==> src/rtl/nand_seq_pkg.sv <==
// Shared definitions for the NAND page sequencer: nand_master command codes,
// the sequencer state enum and the primitive request record.
package nand_seq_pkg;

  localparam logic [5:0] M_RESET               = 6'h01;
  localparam logic [5:0] M_NAND_RESET          = 6'h04;
  localparam logic [5:0] M_NAND_READ_ID        = 6'h06;
  localparam logic [5:0] M_NAND_READ           = 6'h09;
  localparam logic [5:0] MI_GET_STATUS         = 6'h0D;
  localparam logic [5:0] MI_CHIP_ENABLE        = 6'h0E;
  localparam logic [5:0] MI_RESET_INDEX        = 6'h12;
  localparam logic [5:0] MI_GET_ID_BYTE        = 6'h13;
  localparam logic [5:0] MI_GET_DATA_PAGE_BYTE = 6'h15;

  typedef enum logic [2:0] {
    S_IDLE, S_ISSUE, S_GUARD, S_WAITB, S_CAPT, S_STREAM, S_DONE
  } seq_state_e;

  typedef struct packed {
    logic [5:0] cmd;
    logic [7:0] data;
  } nm_req_t;

endpackage

==> src/rtl/nand_cmd_issuer.sv <==
// One nand_master primitive: wait not-busy, one-cycle activate, two guard
// cycles, wait not-busy; a 16-bit busy-wait timer aborts a stuck controller.
module nand_cmd_issuer
  import nand_seq_pkg::*;
#(
  parameter int TIMEOUT_CYCLES = 65535
) (
  input  logic       clk,
  input  logic       rst,
  input  logic       start,
  input  nm_req_t    req,
  output logic       done,
  output logic       timeout,
  output logic [5:0] nm_cmd,
  output logic [7:0] nm_data,
  output logic       nm_activate,
  input  logic       nm_busy
);

  localparam logic [15:0] TMR_LAST = 16'(TIMEOUT_CYCLES - 1);

  seq_state_e  state, state_nx;
  nm_req_t     req_q;
  logic [15:0] tmr;
  logic        guard_last;
  logic        waiting, expired;

  assign waiting = (state == S_ISSUE || state == S_WAITB) && nm_busy;
  assign expired = waiting && (tmr == TMR_LAST);
  assign nm_cmd  = req_q.cmd;
  assign nm_data = req_q.data;

  always_ff @(posedge clk or posedge rst)
    if (rst) state <= S_IDLE;
    else     state <= state_nx;

  // activate is gated by nm_busy combinationally so it can never overlap busy
  always_comb begin
    state_nx    = state;
    nm_activate = 1'b0;
    done        = 1'b0;
    timeout     = 1'b0;
    case (state)
      S_IDLE:  if (start) state_nx = S_ISSUE;
      S_ISSUE: if (expired) begin
                 timeout  = 1'b1;
                 state_nx = S_IDLE;
               end else if (!nm_busy) begin
                 nm_activate = 1'b1;
                 state_nx    = S_GUARD;
               end
      S_GUARD: if (guard_last) state_nx = S_WAITB;
      S_WAITB: if (expired) begin
                 timeout  = 1'b1;
                 state_nx = S_IDLE;
               end else if (!nm_busy) begin
                 done     = 1'b1;
                 state_nx = S_IDLE;
               end
      default: state_nx = S_IDLE;
    endcase
  end

  always_ff @(posedge clk or posedge rst)
    if (rst) begin
      req_q      <= '0;
      tmr        <= '0;
      guard_last <= 1'b0;
    end else begin
      if (state == S_IDLE && start) begin
        req_q <= req;
        tmr   <= '0;
      end
      if (nm_activate) begin
        tmr        <= '0;
        guard_last <= 1'b0;
      end else if (state == S_GUARD) begin
        guard_last <= 1'b1;
      end else if (waiting && !expired) begin
        tmr <= tmr + 16'd1;
      end
    end

endmodule

==> src/rtl/nand_page_sequencer.sv <==
// INIT / READ command sequencer in front of nand_master. Optional status
// check after the page load is enabled with NAND_SEQ_STATUS_CHECK_EN.
module nand_page_sequencer
  import nand_seq_pkg::*;
#(
  parameter int          PAGE_BYTES     = 528,
  parameter int          ID_BYTES       = 5,
  parameter logic [7:0]  CE_SEL         = 8'h00,
  parameter int          TIMEOUT_CYCLES = 65535
) (
  input  logic                  clk,
  input  logic                  reset,
  input  logic                  op_req,
  input  logic                  op_sel,
  output logic                  op_busy,
  output logic                  op_done,
  output logic                  op_err,
  output logic [8*ID_BYTES-1:0] id_bytes,
  output logic [7:0]            m_data,
  output logic                  m_valid,
  input  logic                  m_ready,
  output logic [5:0]            nm_cmd,
  output logic [7:0]            nm_data,
  output logic                  nm_activate,
  input  logic                  nm_busy,
  input  logic [7:0]            nm_dout
);

  localparam int CW = $clog2(PAGE_BYTES + 1);
  localparam logic [2:0] INIT_LOOP = 3'd4;
`ifdef NAND_SEQ_STATUS_CHECK_EN
  localparam logic [2:0] READ_LOOP = 3'd4;
`else
  localparam logic [2:0] READ_LOOP = 3'd3;
`endif

  seq_state_e    state, state_nx;
  logic          is_read, err_q;
  logic [2:0]    step;
  logic [CW-1:0] cnt;
  logic          in_loop, at_status, last_id, last_byte;
  logic          iss_start, iss_done, iss_timeout;
  nm_req_t       req;

  // step parks at the loop index; cnt then counts ID or page bytes
  assign in_loop   = step == (is_read ? READ_LOOP : INIT_LOOP);
  assign last_id   = cnt == CW'(ID_BYTES - 1);
  assign last_byte = cnt == CW'(PAGE_BYTES - 1);
`ifdef NAND_SEQ_STATUS_CHECK_EN
  assign at_status = is_read && step == 3'd2;
`else
  assign at_status = 1'b0;
`endif

  assign op_busy = state != S_IDLE;
  assign op_done = state == S_DONE;
  assign op_err  = op_done && err_q;

  always_comb begin
    req = '0;
    if (!is_read)
      case (step)
        3'd0:    req.cmd = M_RESET;
        3'd1:    begin req.cmd = MI_CHIP_ENABLE; req.data = CE_SEL; end
        3'd2:    req.cmd = M_NAND_RESET;
        3'd3:    req.cmd = M_NAND_READ_ID;
        default: req.cmd = MI_GET_ID_BYTE;
      endcase
    else
      case (step)
        3'd0:    req.cmd = MI_RESET_INDEX;
        3'd1:    req.cmd = M_NAND_READ;
`ifdef NAND_SEQ_STATUS_CHECK_EN
        3'd2:    req.cmd = MI_GET_STATUS;
        3'd3:    req.cmd = MI_RESET_INDEX;
`else
        3'd2:    req.cmd = MI_RESET_INDEX;
`endif
        default: req.cmd = MI_GET_DATA_PAGE_BYTE;
      endcase
  end

  always_ff @(posedge clk or posedge reset)
    if (reset) state <= S_IDLE;
    else       state <= state_nx;

  always_comb begin
    state_nx  = state;
    iss_start = 1'b0;
    case (state)
      S_IDLE:   if (op_req) state_nx = S_ISSUE;
      S_ISSUE:  begin iss_start = 1'b1; state_nx = S_WAITB; end
      S_WAITB:  if (iss_timeout)   state_nx = S_DONE;
                else if (iss_done) state_nx = (in_loop || at_status) ? S_CAPT : S_ISSUE;
      S_CAPT:   if (at_status)     state_nx = nm_dout[0] ? S_DONE : S_ISSUE;
                else if (is_read)  state_nx = S_STREAM;
                else               state_nx = last_id ? S_DONE : S_ISSUE;
      S_STREAM: if (m_ready) state_nx = last_byte ? S_DONE : S_ISSUE;
      S_DONE:   state_nx = S_IDLE;
      default:  state_nx = S_IDLE;
    endcase
  end

  always_ff @(posedge clk or posedge reset)
    if (reset) begin
      is_read  <= 1'b0;
      err_q    <= 1'b0;
      step     <= '0;
      cnt      <= '0;
      id_bytes <= '0;
      m_data   <= '0;
      m_valid  <= 1'b0;
    end else begin
      case (state)
        S_IDLE:   if (op_req) begin
                    is_read <= op_sel;
                    err_q   <= 1'b0;
                    step    <= '0;
                    cnt     <= '0;
                  end
        S_WAITB:  if (iss_timeout) err_q <= 1'b1;
                  else if (iss_done && !in_loop && !at_status) step <= step + 3'd1;
        S_CAPT:   if (at_status) begin
                    err_q <= nm_dout[0];
                    step  <= step + 3'd1;
                  end else if (is_read) begin
                    m_data  <= nm_dout;
                    m_valid <= 1'b1;
                  end else begin
                    id_bytes[{cnt[2:0], 3'b000} +: 8] <= nm_dout;
                    cnt <= last_id ? '0 : cnt + CW'(1);
                  end
        S_STREAM: if (m_ready) begin
                    m_valid <= 1'b0;
                    cnt     <= last_byte ? '0 : cnt + CW'(1);
                  end
        default:  ;
      endcase
    end

  nand_cmd_issuer #(.TIMEOUT_CYCLES(TIMEOUT_CYCLES)) u_issuer (
    .clk         (clk),
    .rst         (reset),
    .start       (iss_start),
    .req         (req),
    .done        (iss_done),
    .timeout     (iss_timeout),
    .nm_cmd      (nm_cmd),
    .nm_data     (nm_data),
    .nm_activate (nm_activate),
    .nm_busy     (nm_busy)
  );

endmodule

==> config.mk <==
export PLATFORM = sky130hd
export DESIGN_NAME = nand_page_sequencer
export DESIGN_NICKNAME = d
export VERILOG_FILES = /design/src/rtl/nand_seq_pkg.sv /design/src/rtl/nand_cmd_issuer.sv /design/src/rtl/nand_page_sequencer.sv
export SDC_FILE = /design/constraint.sdc
export NUM_CORES = 1
export LEC_CHECK = 0
export ABC_AREA = 1
export CORE_ASPECT_RATIO = 1.4
export CORE_UTILIZATION = 47
export CTS_BUF_LIST = sky130_fd_sc_hd__clkbuf_8
export DETAILED_ROUTE_END_ITERATION = 8
export HOLD_SLACK_MARGIN = 0.06
export PLACE_DENSITY = 0.71
export SETUP_SLACK_MARGIN = 0.2
export SYNTH_ARGS = -nofsm -noshare
export SYNTH_HDL_FRONTEND = slang
export SYNTH_SLANG_ARGS = --single-unit
==> constraint.sdc <==
create_clock -name clk -period 7.8 [get_ports clk]
set_input_delay 1.56 -clock clk [delete_from_list [all_inputs] [get_ports clk]]
set_output_delay 1.56 -clock clk [all_outputs]
set_load 0.02 [all_outputs]
==> run_results.csv, run 1 <==
group,metric,value,unit
outcome,outcome,"finished clean",
worst_setup_path,slowest_stage,"clkdlybuf4s50_1",
sta,worstMarginPinSlew,0.769,ns
cells_and_area,drive_gt1_frac,0.0963,
clocking,cts_tree,"built",
grt,grt_pass1_vias,4191,
worst_setup_path,rr_worst_depth,10,
synth,yosys_warnings,0,
clocking,numCtsBuffers,9,
worst_setup_path,regToRegStartpoint,"u_issuer.tmr[0]$_DFF_PP0_",
cells_and_area,layout_commonest_cell,"nand2_1",
worst_setup_path,arrival,3.27,ns
die,dieArea,0.0111,sq mm
worst_setup_path,cpLargestDelayFamily,"buffers and inverters",
power_and_ir_drop,leakagePower,0.00285,uW
clocking,cts_root_buf,"clkbuf_8",
worst_setup_path,worstPathCellList,"clkdlybuf4s50_1, inv_1, nand2_1, inv_1, clkdlybuf4s50_1",
sta,relSlewSlack,0.487,
placement,hpwl,8.74,mm
detailed_routing,drt_pre_antenna_iters,4,
synth,yosysTopAreaCell,"dfrtp_1",
clocking,cts_hold_buf,0,
worst_setup_path,cp.required,6.24,ns
synth,synth-seq-cells,91,
clocking,post_cts_buffers,0,
placement,place_congestion,0.884,
grt,grt_pass1_wl,19.6,mm
cells_and_area,fin_nets,718,
sta,fin_worst_skew,0.0184,ns
worst_setup_path,critical_path.endpoint,"nm_activate",
grt,grt_overflow,0,
sta,max_clock_freq,207,MHz
sta,layout_min_cycle_time,4.83,ns
synth,syn_area_per_cell,8.07,sq um
detailed_routing,routed_wl,11.8,mm
synth,synth_top_area_frac,0.454,
clocking,insertion_delay,0.38,ns
die,die_width,89.3,um
worst_hold_path,holdCritStartpoint,"id_bytes[38]$_DFFE_PP0P_",
die,core,0.0104,sq mm
worst_setup_path,crit_start,"nm_busy",
clocking,clock_sinks,91,
detailed_routing,wl_per_cell,14.2,um
detailed_routing,drc,0,
worst_setup_path,crit_fanout,14,
sta,rsz0062_at_grt,"no",
worst_hold_path,hold_class,"reg -> reg",
sta,drv_slew,0,
sta,hold_viol,0,
grt,gr-usage-all-layers,0.229,
cells_and_area,syn_to_final_growth,18.7,%
sta,setup_slack,2.97,ns
synth,syn_area,0.00502,sq mm
worst_setup_path,r2r-end,"u_issuer.tmr[7]$_DFF_PP0_",
worst_setup_path,cp.depth,5,
worst_setup_path,crit_buf_inv,4,
synth,yosysUniqueCellTypes,43,
cells_and_area,mostFrequentLayoutCells,"163 x nand2_1, 91 x dfrtp_1, 71 x clkdlybuf4s50_1",
worst_setup_path,cpPeakStageDelay,0.70,ns
synth,synth_area_leaders,"dfrtp_1 45%, nand2_1 12%, o21ai_0 5.9%",
detailed_routing,ant_nets,0,
placement,place_ws,2.98,ns
detailed_routing,vias,4337,
worst_hold_path,hold_depth,2,
placement,port_buffers,71,
die,initial_core_util,0.482,
detailed_routing,first_iter_violations,225,
job,maxCapViolations,0,
clocking,cts_htree_levels,3,
cells_and_area,antenna_cells,0,
die,rows,44,
worst_setup_path,start_kind,"input pin",
clocking,clockBufferDepth,2,
worst_setup_path,r2r_slack,5.35,ns
cells_and_area,fill_cells,956,
worst_setup_path,endpoint_kind,"primary output",
sta,tns,0,ns
sta,setup_viol,0,
synth,yosysSeqAreaShare,0.454,
die,die-height,124,um
detailed_routing,vias_per_cell,5.20,
sta,post-route-period-util,0.619,
grt,antenna_found_initial,0,
power_and_ir_drop,vdd_drop_max,103,uV
clocking,clk_pin_slew,0.11,ns
worst_setup_path,crit_type,"in -> out",
die,io_pins,81,
grt,grt_max_degree,62,
power_and_ir_drop,p_per_area,291,mW/mm^2
synth,postSynthCellCount,622,
cells_and_area,finish.utilization,0.573,
clocking,postCtsResizedCells,0,
## worst min-delay path by stage
stage and end:
3_3_place_gp id_bytes[23]$_DFFE_PP0P_, 5_1_grt id_bytes[0]$_DFFE_PP0P_, 2_1_floorplan u_issuer.guard_last$_DFFE_PP0P_, 4_1_cts id_bytes[38]$_DFFE_PP0P_
6_report id_bytes[38]$_DFFE_PP0P_, 3_5_place_dp id_bytes[38]$_DFFE_PP0P_
## routing by layer
layer / GRT usage / up-vias / wire (um)
li1: - / 2119 / -
met1: 0.260 / 2118 / 4780
met2: 0.413 / 78 / 6390
met3: 0.0371 / 22 / 330
met4: 0.0934 / 0 / 323
met5: 0 / - / 0
## through the flow
| step | instances | total power, uW | cell area, sq um | hold WS, ns |
|---|---|---|---|---|
| global placement | 818 | 1400 | 5770 | 0.466 |
| finish | 834 | 1740 | 5960 | 0.491 |
| CTS | 834 | 1750 | 5960 | 0.494 |
| global route | 834 | 1870 | 5960 | 0.524 |
| detailed placement | 818 | 1430 | 5770 | 0.467 |
| floorplan | 630 | 1210 | 5050 | 0.466 |
## kinds of logic (layout without fill, tap and decap cells)
logic type	count (synthesis)	after routing	share of synthesized area
xor gates and xnor gates	6	6	0.0105
and+or+nand+nor	314	314	0.294
AOI/OAI and AO/OA	102	102	0.120
other	1	9	0.000747
adders and majority gates	13	13	0.0324
DFF	91	91	0.454
buffers and inverters	95	161	0.0890
## final cells by class
class / count / area, sq um / area share
timing repair buffer: 72 / 718 / 0.121
tap: 138 / 173 / 0.0290
clock buffer: 9 / 124 / 0.0208
sequential: 91 / 2280 / 0.382
multi-input combinational: 444 / 2330 / 0.390
inverter: 73 / 275 / 0.0462
clock inverter: 7 / 63.8 / 0.0107
## tightest hold or removal path: cells and delay by family (launching register included)
| family | cells | cell delay [ns] |
|---|---|---|
| DFF | 1 | 0.36 |
| and+or+nand+nor | 1 | 0.06 |
| AOI/OAI and AO/OA | 1 | 0.05 |
## sequential cells by signal, summed over array words and instances, names as in the netlist
| name | cells |
|---|---|
| err_q | 1 |
| u_issuer.nm_cmd | 5 |
| m_valid | 1 |
| u_issuer.tmr | 16 |
| is_read | 1 |
| step | 3 |
| cnt | 10 |
| id_bytes | 40 |
| m_data | 8 |
| u_issuer.state | 2 |
| state | 3 |
| u_issuer.guard_last | 1 |
## report_power, final
group	switching, uW	internal [uW]	total (uW)
Clock	192	124	316
Sequential	117	582	699
Combinational	453	268	721
Total	761	975	1740
## Yosys cell counts, drive strengths merged
library cell / number
a21boi: 1
a21oi: 9
a22oi: 1
a2bb2oi: 1
a31oi: 2
and2: 1
buf: 20
clkbuf: 2
conb: 1
dfrtp: 91
ha: 13
inv: 73
nand2: 174
nand3: 43
nand4: 6
nor2: 77
nor3: 10
nor4: 2
o2111ai: 2
o211ai: 2
o21ai: 73
o22ai: 1
o311ai: 1
o31ai: 9
or2: 1
xor2: 6
Note: power is estimated with default switching activity, not from simulation.
==> run 2: changes to the inputs <==
Clock period 7.8 ns to 4.8 ns, I/O delays scaled along.
==> run 2 against run 1 <==
Sequential share of layout area is 0.27 points lower. Register-to-register slack worse by 2.9 ns. Wire length is 1.4% lower. Global-route usage is 0.47 points lower. Critical endpoint unchanged. Via count is 1.0% lower. Clock skew is 0.0049 ns lower. Cell count stayed put. Cell area is 0.71% higher. Critical path depth stayed put. Sequential power is 62% higher.
==> run_results.csv, run 2 (same netlist as run 1, synthesis figures left out) <==
group,metric,value,unit
cells_and_area,mostFrequentLayoutCells,"163 x nand2_1, 91 x dfrtp_1, 71 x clkdlybuf4s50_1",
outcome,outcome,"finished clean",
detailed_routing,routed_wl,11.7,mm
cells_and_area,syn_to_final_growth,19.5,%
placement,hpwl,8.52,mm
cells_and_area,layout_commonest_cell,"nand2_1",
clocking,clock_sinks,91,
detailed_routing,vias_per_cell,5.15,
clocking,post_cts_buffers,0,
cells_and_area,antenna_cells,0,
die,io_pins,81,
grt,grt_max_degree,65,
worst_setup_path,rr_worst_depth,8,
sta,fin_worst_skew,0.0135,ns
sta,hold_viol,0,
worst_setup_path,cpLargestDelayFamily,"buffers and inverters",
clocking,clockBufferDepth,2,
detailed_routing,first_iter_violations,182,
clocking,cts_htree_levels,3,
worst_setup_path,cpPeakStageDelay,0.69,ns
clocking,clk_pin_slew,0.09,ns
placement,port_buffers,71,
worst_hold_path,hold_class,"reg -> reg",
sta,max_clock_freq,276,MHz
die,rows,44,
cells_and_area,drive_gt1_frac,0.0963,
clocking,postCtsResizedCells,0,
worst_setup_path,crit_type,"in -> out",
power_and_ir_drop,leakagePower,0.00287,uW
worst_setup_path,start_kind,"input pin",
placement,place_ws,1.17,ns
sta,layout_min_cycle_time,3.63,ns
worst_setup_path,endpoint_kind,"primary output",
sta,tns,0,ns
cells_and_area,top_register,"id_bytes",
detailed_routing,ant_nets,0,
grt,gr-usage-all-layers,0.224,
detailed_routing,vias,4293,
clocking,cts_root_buf,"clkbuf_8",
worst_hold_path,holdCritStartpoint,"m_data[7]$_DFFE_PP0P_",
die,initial_core_util,0.482,
worst_setup_path,arrival,2.67,ns
cells_and_area,finish.utilization,0.577,
worst_hold_path,hold_end,"m_data[7]$_DFFE_PP0P_",
power_and_ir_drop,power.total,2910,uW
placement,place_congestion,0.887,
clocking,insertion_delay,0.37,ns
clocking,cts_hold_buf,0,
worst_setup_path,crit_fanout,14,
cells_and_area,fin_nets,718,
power_and_ir_drop,p_per_area,484,mW/mm^2
worst_setup_path,r2r_slack,2.48,ns
detailed_routing,drt_pre_antenna_iters,4,
worst_setup_path,slowest_stage,"clkdlybuf4s50_1",
worst_setup_path,regToRegStartpoint,"cnt[0]$_DFFE_PP0P_",
sta,setup_slack,1.17,ns
clocking,cts_tree,"built",
grt,antenna_found_initial,0,
worst_setup_path,cp.required,3.84,ns
grt,grt_pass1_vias,4091,
die,die_width,89.3,um
cells_and_area,largest_reg_flops,40,
grt,grt_pass1_wl,19.2,mm
detailed_routing,wl_per_cell,14.0,um
die,die-height,124,um
cells_and_area,largestRegisters,"id_bytes (40), u_issuer.tmr (16), cnt (10)",
die,dieArea,0.0111,sq mm
sta,drv_slew,0,
worst_setup_path,crit_buf_inv,4,
sta,setup_viol,0,
worst_setup_path,r2r-end,"id_bytes[37]$_DFFE_PP0P_",
worst_setup_path,worstPathCellList,"clkdlybuf4s50_1, inv_1, nand2_1, inv_1, clkdlybuf4s50_1",
detailed_routing,drc,0,
grt,grt_overflow,0,
job,maxCapViolations,0,
power_and_ir_drop,vdd_drop_max,169,uV
worst_hold_path,hold_depth,2,
sta,rsz0062_at_grt,"no",
sta,post-route-period-util,0.756,
sta,relSlewSlack,0.267,
sta,worstMarginPinSlew,1.10,ns
die,core,0.0104,sq mm
sta,timing.hold.ws,0.492,ns
clocking,numCtsBuffers,9,
run 2: worst min-delay path: cells and delay by family, from the launching register on:
kind	cells	cell delay (ns)
flops	1	0.35
compound gates	1	0.06
simple gates	1	0.05
run 2: worst max path at each step:
| stage | cells past startpoint | end | start |
|---|---|---|---|
| 2_1_floorplan | 1 | cnt[0]$_DFFE_PP0P_ | reset |
| 5_1_grt | 5 | nm_activate | nm_busy |
| 3_5_place_dp | 5 | nm_activate | nm_busy |
| 3_3_place_gp | 5 | nm_activate | nm_busy |
| 4_1_cts | 5 | nm_activate | nm_busy |
| 6_report | 5 | nm_activate | nm_busy |
run 2: area by class of cell:
cell class | count | area, sq um
Multi-Input combinational cell | 444 | 2330
Fill cell | 953 | 4410
Inverter | 73 | 275
Clock inverter | 7 | 106
Timing Repair Buffer | 72 | 718
Clock buffer | 9 | 124
Tap cell | 138 | 173
Sequential cell | 91 | 2280
run 2: per-stage QoR:
step                cell area (sq um)  std cells
floorplan                        5050        630
global placement                 5770        818
detailed placement               5770        818
CTS                              6000        834
global route                     6000        834
finish                           6000        834
run 2: metal layers:
layer  GRT usage  vias up  wire length [um]
met2       0.394       83              6150
met4       0.114        0               364
met1       0.256     2065              4800
li1            -     2122                 -
met3      0.0331       23               343
met5           0        -                 0
run 2: where the power goes:
| part | leakage [uW] | switching (uW) | internal [uW] | total (uW) |
|---|---|---|---|---|
| sequential | 0.000997 | 186 | 946 | 1130 |
| combinational | 0.00175 | 737 | 436 | 1170 |
| clock | 0.000117 | 298 | 303 | 601 |
| total | 0.00287 | 1220 | 1690 | 2910 |
